**src/rtl/dot_product_accelerator_pkg.sv**
```systemverilog
// Shared Q8.24 fixed-point definitions for the classifier datapath
// (dot-product and max accelerators).
package dot_product_accelerator_pkg;

    localparam int unsigned Q_WIDTH   = 32;
    localparam int unsigned FRAC_BITS = 24;

    typedef logic [Q_WIDTH-1:0] q_word_t;

    localparam q_word_t Q_MAX = 32'h7FFF_FFFF;
    localparam q_word_t Q_MIN = 32'h8000_0000;
    localparam q_word_t Q_ONE = 32'h0100_0000;

    // Sideband bits that travel with each product through the multiply stage.
    typedef struct packed {
        logic valid;
        logic last;
    } term_tag_t;

endpackage

```
**src/rtl/fixed_mul_q824.sv**
```systemverilog
// Registered signed Q-format multiply: full 64-bit product, floor-shift by FRAC_BITS,
// sign-extended to ACC_W, with valid/last carried alongside.
module fixed_mul_q824 #(
    parameter int unsigned FRAC_BITS = dot_product_accelerator_pkg::FRAC_BITS,
    parameter int unsigned ACC_W     = 48
) (
    input  logic                    clk_i,
    input  logic                    rst_i,
    input  logic                    valid_i,
    input  logic                    last_i,
    input  logic [31:0]             a_i,
    input  logic [31:0]             b_i,
    output logic                    valid_o,
    output logic                    last_o,
    output logic signed [ACC_W-1:0] prod_o
);
    import dot_product_accelerator_pkg::*;

    logic signed [63:0]      full_prod;
    logic signed [63:0]      shifted;
    logic signed [ACC_W-1:0] prod_d, prod_q;
    term_tag_t               tag_d, tag_q;

    always_comb begin
        full_prod = $signed(a_i) * $signed(b_i);
        // Arithmetic shift floors toward -inf for negative products.
        shifted   = full_prod >>> FRAC_BITS;
        prod_d    = ACC_W'(shifted);
        tag_d     = '{valid: valid_i, last: valid_i & last_i};
    end

    always_ff @(posedge clk_i) begin
        if (rst_i) begin
            tag_q  <= '0;
            prod_q <= '0;
        end else begin
            tag_q <= tag_d;
            if (valid_i) begin
                prod_q <= prod_d;
            end
        end
    end

    assign valid_o = tag_q.valid;
    assign last_o  = tag_q.last;
    assign prod_o  = prod_q;

endmodule

```
**src/rtl/dot_product_accelerator.sv**
```systemverilog
// Streaming Q8.24 dot product: registered multiply, then accumulate VEC_LEN terms
// and emit one saturated 32-bit score per vector.
module dot_product_accelerator #(
    parameter int unsigned VEC_LEN   = 4,
    parameter int unsigned FRAC_BITS = dot_product_accelerator_pkg::FRAC_BITS,
    parameter int unsigned ACC_W     = 48
) (
    input  logic        clk,
    input  logic        reset,
    input  logic [31:0] aIn,
    input  logic [31:0] wIn,
    input  logic        inValid,
    output logic [31:0] outData,
    output logic        outValid,
    output logic        satFlag
);
    import dot_product_accelerator_pkg::*;

    localparam int unsigned CNT_W = (VEC_LEN > 1) ? $clog2(VEC_LEN) : 1;
    localparam logic [CNT_W-1:0] LAST_CNT = CNT_W'(VEC_LEN - 1);

    logic [CNT_W-1:0]        cnt_q, cnt_d;
    logic                    term_last;
    logic                    s1_valid, s1_last;
    logic signed [ACC_W-1:0] s1_prod;
    logic signed [ACC_W-1:0] acc_q, acc_d, sum;
    logic [ACC_W-Q_WIDTH:0]  sum_hi;
    logic                    clip;
    q_word_t                 sat_data;
    q_word_t                 out_data_q, out_data_d;
    logic                    out_valid_q, out_valid_d;
    logic                    sat_q, sat_d;

    always_comb begin
        term_last = (cnt_q == LAST_CNT);
        cnt_d     = cnt_q;
        if (inValid) begin
            cnt_d = term_last ? '0 : cnt_q + CNT_W'(1);
        end
    end

    fixed_mul_q824 #(
        .FRAC_BITS (FRAC_BITS),
        .ACC_W     (ACC_W)
    ) u_mul (
        .clk_i   (clk),
        .rst_i   (reset),
        .valid_i (inValid),
        .last_i  (term_last),
        .a_i     (aIn),
        .b_i     (wIn),
        .valid_o (s1_valid),
        .last_o  (s1_last),
        .prod_o  (s1_prod)
    );

    always_comb begin
        sum    = acc_q + s1_prod;
        // In range iff every bit from bit 31 upward matches the sign.
        sum_hi = sum[ACC_W-1:Q_WIDTH-1];
        clip   = !((&sum_hi) || !(|sum_hi));
        if (clip) begin
            sat_data = sum[ACC_W-1] ? Q_MIN : Q_MAX;
        end else begin
            sat_data = sum[Q_WIDTH-1:0];
        end

        acc_d       = acc_q;
        out_data_d  = out_data_q;
        sat_d       = sat_q;
        out_valid_d = s1_valid && s1_last;
        if (s1_valid) begin
            acc_d = s1_last ? '0 : sum;
        end
        if (s1_valid && s1_last) begin
            out_data_d = sat_data;
            sat_d      = clip;
        end
    end

    always_ff @(posedge clk) begin
        if (reset) begin
            cnt_q       <= '0;
            acc_q       <= '0;
            out_data_q  <= '0;
            out_valid_q <= 1'b0;
            sat_q       <= 1'b0;
        end else begin
            cnt_q       <= cnt_d;
            acc_q       <= acc_d;
            out_data_q  <= out_data_d;
            out_valid_q <= out_valid_d;
            sat_q       <= sat_d;
        end
    end

    assign outData  = out_data_q;
    assign outValid = out_valid_q;
    assign satFlag  = sat_q;

endmodule

```
**config.mk**
```make
export PLATFORM = sky130hd
export DESIGN_NAME = dot_product_accelerator
export DESIGN_NICKNAME = d
export VERILOG_FILES = /design/src/rtl/dot_product_accelerator_pkg.sv /design/src/rtl/fixed_mul_q824.sv /design/src/rtl/dot_product_accelerator.sv
export SDC_FILE = /design/constraint.sdc
export NUM_CORES = 2
export LEC_CHECK = 0
export ABC_AREA = 1
export CORE_MARGIN = 2
export CORE_UTILIZATION = 30
export DETAILED_ROUTE_END_ITERATION = 16
export PLACE_DENSITY = 0.51
export SYNTH_ARGS = -nofsm -noshare
export SYNTH_HDL_FRONTEND = slang
export SYNTH_SLANG_ARGS = --single-unit
export TNS_END_PERCENT = 50
```
**constraint.sdc**
```tcl
create_clock -name clk -period 12.7 [get_ports clk]
set_input_delay 3.81 -clock clk [delete_from_list [all_inputs] [get_ports clk]]
set_output_delay 3.81 -clock clk [all_outputs]
set_load 0.03 [all_outputs]
```
==> run summary <==
total gr overflow = 0
gpl congestion = 0.923
max_cap viols = 0
nets@finish = 7341
WL/cell = 16.7 um
min Tclk post-route = 12.02 ns
vias in the first global route = 39.3k
count of pins over their slew limit = 0
crit end category = flip-flop
most frequent cells in the layout = inv_1 (1733), nand2_1 (1586), fa_1 (1082)
Yosys warning total = 0
largest net degree at the start of global routing = 72
Layout area overhead = 9.41%
Mapped Area = 0.0456 sq mm
CP Launch Type = primary input
fmax = 0.0832 GHz
total I/O pin count = 101
final non-filler cell total = 8008
critical path class = in2reg
DIE AREA = 0.155 sq mm
worst-path fanout max = 11
most common cell after layout, fill and taps aside = inv_1
Core Util, Final = 0.329
worst hold path type = reg2reg
first-pass GRT wire length = 221000 um
Post-DP HPWL = 117000 um
total CTS buffers = 17
sequential element share of the synthesized area = 0.0554
Synth top area share = 0.475
R2R setup slack = 9.00 ns
Via Count = 35.8k
DP Area = 0.0492 sq mm
Buffers on Ports = 100
setup TNS = 0 ns
Slew @ Worst Pin = 1.04 ns
RSZ-0062 raised after global routing = false
Die X = 394 um
Rel. slew slack = 0.304
Fill cells = 16.4k
Main synth FF type = dfxtp_1
ratio of cells with drive above 1 in the final layout = 0.0390
# resized after CTS = 0
Antenna Nets Post-Route = 0
CTS tree = built
Multi-input gate area = 0.0356 sq mm
Starting Density = 0.301
Post-CTS Hold Fix Bufs = 0
Critical Path RT = 13.03 ns
Max Root-Sink Buffers = 2
total track usage = 0.179
post-synthesis register bit count = 126
Setup Buffers After CTS = 0
library cells used by synthesis = 46
Clk pin slew, worst setup/hold paths = 0.06 ns
final hold vios = 0
routed vias/inst = 4.47
final setup fails = 0
initial drt markers = 2040
worst clock skew = 0.00839 ns
CTS Sinks = 126
Cell Count Post-Placement = 7975
CTS Root Cell = clkbuf_16
Post-Route WL = 134000 um
FF+latch area = 0.00252 sq mm
fraction of registers with async set/reset = 0
antenna violations before repair = 3
Die Height = 394 um
later-pin clock latency in the skew report = 0.43 ns
1st-pass router iterations = 7
Yosys top cell by area = fa_1
status = finished, final reports clean
Post-synth EDFFs = 0
Final period util = 0.946
crit path DAT = 12.35 ns
Mapped Cells = 5957
htree depth = 4
Mapped Nets = 7334
final instance area = 0.0499 sq mm
drt drc = 0
synth top area cells = fa_1 (48%), inv_1 (14%), nand2_1 (13%)
syn_area_per_cell = 7.65 sq um
row cnt = 143
core box area = 0.151 sq mm
[final timing paths]
check,from,end,cells past startpoint
hold reg to reg,acc_q[28],acc_q[28],2
hold / removal,acc_q[28],acc_q[28],2
setup / recovery,aIn[31],u_mul.prod_o[34],26
setup reg to reg,u_mul.prod_o[0],outData[5],19
[cell usage after synthesis, drive strengths merged (2+ instances only)]
master  number
a31oi        9
or2          9
a211oi       6
xnor2       24
ha         228
nor3        22
o21bai      12
fa        1082
nor2       278
a21boi       3
nand2     1604
o211ai       7
nor4         4
o221ai       3
buf         10
nand4       30
nand3       83
inv       1745
o21ai      131
a21oi      234
and2         3
a21o        10
o21a        14
a221oi       3
and3         2
clkbuf     223
nand3b       5
xor2        41
dfxtp      126
[registers in the layout, indices dropped and copies added (netlist names)]
| signal | cells |
|---|---|
| satFlag | 1 |
| u_mul.valid_o | 1 |
| u_mul.last_o | 1 |
| outValid | 1 |
| cnt_q | 2 |
| acc_q | 48 |
| outData | 32 |
| u_mul.prod_o | 40 |
[metrics by stage]
stage | hold WS, ns | setup slack, ns
CTS | 0.470 | 0.802
finish | 0.467 | 0.679
detailed placement | 0.461 | 0.360
floorplan | 0.446 | 1.81
global route | 0.485 | 0.358
global placement | 0.458 | 0.258
[per-layer routing]
metal | vias up | track usage | share of wire
met3 | 107 | 0.0100 | 0.031
met2 | 611 | 0.323 | 0.51
li1 | 16900 | - | -
met1 | 18200 | 0.238 | 0.45
met5 | - | 0 | 0.000052
met4 | 2 | 0.0311 | 0.016
[final cells by class]
class	instances	area share
inverter	1746	0.131
clock inverter	12	0.00459
multi-input combinational	3852	0.714
clock buffer	20	0.00936
tap	2030	0.0510
timing repair buffer	221	0.0393
sequential	126	0.0506
antenna	1	0.0000502
[worst max-delay path: stages]
cell and delay, ns:
clkdlybuf4s50_1 0.92, buf_4 0.29, nand2_1 0.11, fa_1 0.64
fa_1 0.65, inv_1 0.07, fa_1 0.68, inv_1 0.24
fa_1 0.50, fa_1 0.55, inv_1 0.05, fa_1 0.47
inv_1 0.05, fa_1 0.46, fa_1 0.51, inv_1 0.04
ha_1 0.37, nand2_1 0.12, nor2_1 0.17, inv_1 0.10
nor4_1 0.68, nand3_1 0.38, nand3_1 0.19, nand3_1 0.14
nand2_1 0.11, inv_1 0.04
[cell families (layout without fill, tap and decap cells)]
kind of cell	Yosys count	count (layout)	share of synthesized area
buffers and inverters	1979	1999	0.164
AOI/OAI and AO/OA	437	437	0.0522
adders and majority gates	1310	1310	0.538
and+or+nand+nor	2040	2040	0.178
DFF	126	126	0.0554
xor gates and xnor gates	65	65	0.0125
other	0	1	0
Power is not shown: default switching activity piles up to over one toggle a cycle in this logic, so the estimate is an artifact.
